`src/rtl/mem_port_arbiter.sv`:
```
// Shares one memory port between instruction fetch and data access.
// Data has fixed priority; stall holds the pipeline until both accesses of the cycle are done.
//
// state  | meaning
// IDLE   | port free; pick the next pending access (data first)
// BUSY_D | data load/store in flight, waiting for mem_ready
// BUSY_I | instruction fetch in flight, waiting for mem_ready
module mem_port_arbiter #(
  parameter int ADDR_W = 32,
  parameter int DATA_W = 32
) (
  input  logic              clk,
  input  logic              rst_n,
  input  logic              if_req,
  input  logic [ADDR_W-1:0] if_addr,
  output logic [DATA_W-1:0] if_rdata,
  output logic              if_done,
  input  logic              dm_req,
  input  logic              dm_we,
  input  logic [ADDR_W-1:0] dm_addr,
  input  logic [DATA_W-1:0] dm_wdata,
  output logic [DATA_W-1:0] dm_rdata,
  output logic              dm_done,
  output logic              stall,
  output logic              mem_req,
  output logic              mem_we,
  output logic [ADDR_W-1:0] mem_addr,
  output logic [DATA_W-1:0] mem_wdata,
  input  logic              mem_ready,
  input  logic [DATA_W-1:0] mem_rdata
);

  typedef enum logic [1:0] {
    IDLE   = 2'd0,
    BUSY_D = 2'd1,
    BUSY_I = 2'd2
  } state_t;

  state_t            state_q, state_d;
  logic              mem_req_q, mem_req_d;
  logic              mem_we_q, mem_we_d;
  logic [ADDR_W-1:0] mem_addr_q, mem_addr_d;
  logic [DATA_W-1:0] mem_wdata_q, mem_wdata_d;
  logic [DATA_W-1:0] if_rdata_q, if_rdata_d;
  logic [DATA_W-1:0] dm_rdata_q, dm_rdata_d;
  logic              if_done_q, if_done_d;
  logic              dm_done_q, dm_done_d;
  logic              pend_d, pend_i;

  assign pend_d = dm_req & ~dm_done_q;
  assign pend_i = if_req & ~if_done_q;
  assign stall  = rst_n & (pend_d | pend_i);

  always_comb begin
    state_d     = state_q;
    mem_req_d   = mem_req_q;
    mem_we_d    = mem_we_q;
    mem_addr_d  = mem_addr_q;
    mem_wdata_d = mem_wdata_q;
    if_rdata_d  = if_rdata_q;
    dm_rdata_d  = dm_rdata_q;
    if_done_d   = if_done_q;
    dm_done_d   = dm_done_q;

    // The pipeline advances on this edge, so the current cycle's done flags retire.
    if (!stall) begin
      if_done_d = 1'b0;
      dm_done_d = 1'b0;
    end

    case (state_q)
      IDLE: begin
        if (pend_d) begin
          state_d     = BUSY_D;
          mem_req_d   = 1'b1;
          mem_we_d    = dm_we;
          mem_addr_d  = dm_addr;
          mem_wdata_d = dm_wdata;
        end else if (pend_i) begin
          state_d    = BUSY_I;
          mem_req_d  = 1'b1;
          mem_we_d   = 1'b0;
          mem_addr_d = if_addr;
        end
      end
      BUSY_D: begin
        if (mem_ready) begin
          state_d   = IDLE;
          mem_req_d = 1'b0;
          dm_done_d = 1'b1;
          if (!mem_we_q) dm_rdata_d = mem_rdata;
        end
      end
      BUSY_I: begin
        if (mem_ready) begin
          state_d    = IDLE;
          mem_req_d  = 1'b0;
          if_done_d  = 1'b1;
          if_rdata_d = mem_rdata;
        end
      end
      default: begin
        state_d   = IDLE;
        mem_req_d = 1'b0;
      end
    endcase
  end

  always_ff @(posedge clk) begin
    if (!rst_n) begin
      state_q     <= IDLE;
      mem_req_q   <= 1'b0;
      mem_we_q    <= 1'b0;
      mem_addr_q  <= '0;
      mem_wdata_q <= '0;
      if_rdata_q  <= '0;
      dm_rdata_q  <= '0;
      if_done_q   <= 1'b0;
      dm_done_q   <= 1'b0;
    end else begin
      state_q     <= state_d;
      mem_req_q   <= mem_req_d;
      mem_we_q    <= mem_we_d;
      mem_addr_q  <= mem_addr_d;
      mem_wdata_q <= mem_wdata_d;
      if_rdata_q  <= if_rdata_d;
      dm_rdata_q  <= dm_rdata_d;
      if_done_q   <= if_done_d;
      dm_done_q   <= dm_done_d;
    end
  end

  assign mem_req   = mem_req_q;
  assign mem_we    = mem_we_q;
  assign mem_addr  = mem_addr_q;
  assign mem_wdata = mem_wdata_q;
  assign if_rdata  = if_rdata_q;
  assign dm_rdata  = dm_rdata_q;
  assign if_done   = if_done_q;
  assign dm_done   = dm_done_q;

endmodule

```
`config.mk`:
```
export PLATFORM = sky130hd
export DESIGN_NAME = mem_port_arbiter
export DESIGN_NICKNAME = d
export VERILOG_FILES = /design/src/rtl/mem_port_arbiter.sv
export SDC_FILE = /design/constraint.sdc
export NUM_CORES = 1
export LEC_CHECK = 0
export ABC_CLOCK_PERIOD_IN_PS = 1700
export CAP_MARGIN = 25
export CORE_AREA = 2 2 117 119
export CTS_CLUSTER_DIAMETER = 80
export DETAILED_ROUTE_END_ITERATION = 7
export DIE_AREA = 0 0 119 121
export GPL_TIMING_DRIVEN = 0
export PLACE_DENSITY_LB_ADDON = 0.05
export SYNTH_ARGS = -nofsm -noshare
export SYNTH_HDL_FRONTEND = slang
export SYNTH_SLANG_ARGS = --single-unit
```
`constraint.sdc`:
```
create_clock -name clk -period 1.7 [get_ports clk]
set_input_delay 0.17 -clock clk [delete_from_list [all_inputs] [get_ports clk]]
set_output_delay 0.17 -clock clk [all_outputs]
set_load 0.02 [all_outputs]
```
# Word level (Yosys, flattened, before mapping)
# Cells that the tools add are included.
# totals
register_bits	134
inputBits	134
output_inout_bits	133
elab_cells	46
# op_classes
eq_ne	4
mux	18
bitwise	7
reduce_logical	8
# ops
operator	n
$mux 32	2
$mux 1	11
$reduce_and 2->1	4
$mux 2	3
$pmux 2 s2	1
$and 1x1->1	3
$ne 3x3->1 const B	1
$not 1->1	3
$reduce_and 3->1	1
$eq 2x1->1 const B	1
$eq 2x2->1 const B	1
$logic_not 2->1	1
$ne 2x1->1 const B	1
$pmux 1 s2	1
$reduce_bool 2->1	1
$reduce_or 2->1	1
$or 1x1->1	1

# Logic depth before layout (Yosys ltp)
# depth
ltp_word	7
mapped_depth	8
mapped_depth_nobuf	5

# Worst setup path after synthesis
# OpenSTA, ideal clock, no wires.
# synth_path
path_type	register -> register
from	reg state_q[0]
to	reg mem_wdata_q[10], in the netlist mem_wdata[10]
setup_ns	0.132
arrival_ns	1.299
t_required_ns	1.568
path_slack_ns	0.268
path_stages_with_launch	9
n_path_buf	3
synth_period_minus_slack_ns	1.432
cell_sequence	dfxtp_1 inv_1 ha_1 buf_4 and3b_1 buf_2 buf_4 nand2_1 a21oi_1
# synth_between
elab_chain_len	2
# synth_lines
item	line	rtl
from (decl)	39	state_t state_q, state_d;
from (signal assigned)	121	state_q <= state_d;
$logic_not 2->1	71	case (state_q)
$reduce_and 2->1 (no line)	--	
to (signal assigned)	125	mem_wdata_q <= mem_wdata_d;
to (decl)	43	logic [DATA_W-1:0] mem_wdata_q, mem_wdata_d;
# No other way between the ends.
# A chain may end at the register's enable or synchronous reset.

# Worst setup path after layout
# layout_path
from	reg mem_we_q, in the netlist mem_we
to	out mem_we
# layout_rtl
item	line	rtl
from (decl)	41	logic mem_we_q, mem_we_d;
from (signal assigned)	123	mem_we_q <= mem_we_d;
to (decl)	26	output logic mem_we,
# No word-level cell between the ends.

==> metrics.md <==
| Metric | Value |
|---|---|
| Initial antenna violation count | `0` |
| Core Area | `13100 um2` |
| Number of buffers created by CTS | `17` |
| Fin Setup TNS | `0 ns` |
| Ports | `267` |
| CTS root buf | `clkbuf_16` |
| Endpoints failing hold | `0` |
| Routed Antenna Nets | `0` |
| Min cycle time layout | `1.62 ns` |
| Max incr delay on CP | `0.65 ns` |
| Min-Delay Path Class | `in2reg` |
| Cell variety after synth | `27` |
| PnR worst setup slack | `0.0771 ns` |
| H-tree Lvls | `4` |
| GR Util met2 | `0.384` |
| Die ar. | `14400 um2` |
| CP Buf/Inv Count | `1` |
| Peak Freq | `0.616 GHz` |
| Clock Pin Slew Worst Setup and Hold Paths | `0.05 ns` |
| Worst vdd ir | `0.711 mV` |
| CP Max Fanout | `5` |
| First-pass GRT wire length | `25000 um` |
| Status | `complete, no violations` |
| Syn_area_per_cell | `8.38 um2` |
| Seq/Total Area, Yosys | `0.531` |
| Leakage | `3.20 nW` |
| Via Count | `5107` |
| CTS max path bufs | `2` |
| Critical path endpoint category | `output port` |
| Worst-Skew Late Latency | `0.41 ns` |
| Slowest CP cell | `clkdlybuf4s50_1` |
| Syn Inst Count | `603` |
| Slew Limit Headroom | `0.615` |
| Die X | `119 um` |
| Rows | `42` |
| Total power | `0.00915 W` |
| P per Cell Area | `1070 nW/um2` |
| Slew Limit Fails | `0` |
| Yosys warns | `0` |
| Share of cells above drive strength 1 | `0.0844` |
| Initial DRC Count | `258` |
| Worst Tran Pin Value | `0.577 ns` |
| Pre-CTS WS | `-0.335 ns` |
| DPL Wire Length | `12300 um` |
| Largest delay share family, worst path | `buffers and inverters` |
| Crit path cell chain | `clkdlybuf4s50_1` |
| Worst Path Arrival | `1.45 ns` |
| Max cap viols | `0` |
| CP required | `1.53 ns` |
| Diodes inserted | `0` |
| Placer Congestion | `0.776` |
| Synthesized cell area | `5060 um2` |
| Vias in the first global route | `5241` |
| Layout area overhead | `68.8%` |
| CTS tree | `done` |
| Total grt overflow | `0` |
| Drt drc | `0` |
| Die height | `121 um` |
| Busiest layer in global routing | `met2` |
| Grt met1 use | `0.238` |
| Clk_skew | `0.00796 ns` |
| Largest net degree at the start of global routing | `17` |
| Starting density of the core | `0.386` |
| M3 GR Usage | `0.0841` |
| Pre-antenna DRT Iters | `4` |
| CP Class | `reg2out` |
| CTS Sinks | `134` |
| Buffers on Ports | `265` |
| Global Route Usage Sum | `0.222` |
| Drt wl/cell | `14.8 um` |
| Via density | `4.74` |
| RSZ-0062 raised after global routing | `no` |
| Nets | `1025` |
| Flops & latches, synth | `134` |
| Final setup fails | `0` |
| Synth Net Count | `740` |
| Final period utilization | `0.955` |
| Filler instances | `1113` |
| CP Launch Type | `flop` |
| Post-Route WL | `15900 um` |
-- per-layer routing --
metal	share of wire	wire (um)
met5	0	0
met4	0.032	512
met3	0.077	1220
met2	0.49	7840
met1	0.40	6310
-- area by class of cell --
class | instances | area [um2] | area share
Clock buffer | 22 | 464 | 0.0544
Buffer | 47 | 279 | 0.0327
Inverter | 3 | 11.3 | 0.00132
Tap cell | 176 | 220 | 0.0258
Multi-Input combinational cell | 419 | 2090 | 0.245
Sequential cell | 134 | 2690 | 0.315
Clock inverter | 10 | 123 | 0.0144
Timing Repair Buffer | 266 | 2660 | 0.312
-- placed cells by master (no fill, tap or decap), types with 2 or more instances in the layout --
cell type / synthesis / layout
clkinvlp_4: 0 / 3
and3b_1: 2 / 2
nor2b_1: 3 / 3
buf_6: 1 / 2
o22ai_1: 32 / 32
clkdlybuf4s50_1: 0 / 264
clkbuf_8: 0 / 2
inv_1: 3 / 3
bufinv_16: 0 / 2
mux2i_1: 32 / 32
buf_4: 7 / 8
nand3b_1: 2 / 2
ha_1: 3 / 3
nor2_1: 2 / 2
clkbuf_16: 0 / 17
a31oi_1: 2 / 2
buf_8: 3 / 3
dfxtp_2: 0 / 2
nand3_1: 2 / 2
dfxtp_1: 134 / 132
clkbuf_1: 10 / 9
buf_1: 3 / 2
a21oi_1: 102 / 101
nand2_1: 227 / 227
buf_2: 23 / 23
clkbuf_2: 0 / 5
clkinv_4: 0 / 3
nand2b_1: 3 / 3
-- synth_stat cells (all sizes together) --
cell    number  area (um2)
nand3b       2        15.0
o221a        1        11.3
nand2      227         852
buf         37         235
mux2i       32         320
o211ai       1        12.5
nor2b        3        18.8
and3b        2        17.5
a21boi       1        18.8
a22oi        1        7.51
and2b        1        7.51
and2         1        6.26
nand3        2        10.0
nand2b       3        18.8
nor2         2        7.51
a31oi        2        12.5
dfxtp      134        2680
ha           3        37.5
a21oi      102         510
o22ai       32         200
nor3         1        5.00
clkbuf      10        37.5
inv          3        11.3
-- cells by family (layout without fill, tap and decap cells) --
kind of cell,count (synthesis),in the layout,synth area share
simple gates,244,244,0.190
compound gates,140,140,0.153
flops,134,134,0.531
buf+inv,50,348,0.0562
mux,32,32,0.0634
fa+ha+maj,3,3,0.00742
-- through the flow --
step | hold slack, ns | util | area [um2] | cells
floorplan | 0.306 | - | 5060 | 603
global placement | 0.440 | 0.606 | 7930 | 1044
detailed placement | 0.446 | 0.606 | 7930 | 1044
CTS | 0.0886 | 0.651 | 8520 | 1077
global route | 0.110 | 0.652 | 8540 | 1077
finish | 0.104 | 0.652 | 8540 | 1077
-- sequential cells by signal, summed over array words and instances (netlist names), 2 cells and up --
name       count
state_q        2
if_rdata      32
dm_rdata      32
mem_wdata     32
mem_addr      32
-- worst paths after layout --
| check | startpoint | to | slack (ns) | depth (start not counted) |
|---|---|---|---|---|
| worst max register to register | state_q[0]$_SDFFE_PN0P_ | mem_wdata[7]$_SDFFE_PN0P_ | 0.15 | 8 |
| worst min-delay path | rst_n | mem_addr[3]$_SDFFE_PN0P_ | 0.10 | 3 |
| worst min register to register | dm_rdata[10]$_SDFFE_PN0P_ | dm_rdata[10]$_SDFFE_PN0P_ | 0.45 | 2 |
| worst max-delay path | mem_we$_SDFFE_PN0P_ | mem_we | 0.08 | 1 |
-- report_power, final --
part / switching (W) / internal, W / total [W]
combinational: 0.00101 / 0.00101 / 0.00203
clock: 0.00134 / 0.00224 / 0.00359
sequential: 0.000135 / 0.00340 / 0.00354
-- repair_timing --
item                                   4_1_cts  5_1_grt
hold buffers                                 0        0
endpoints found under the hold margin        0        0
gates resized for setup                      4       14
setup endpoints to repair                    1       27
setup buffers                                1        0
No activity file was read; power rests on OpenSTA's default activity.
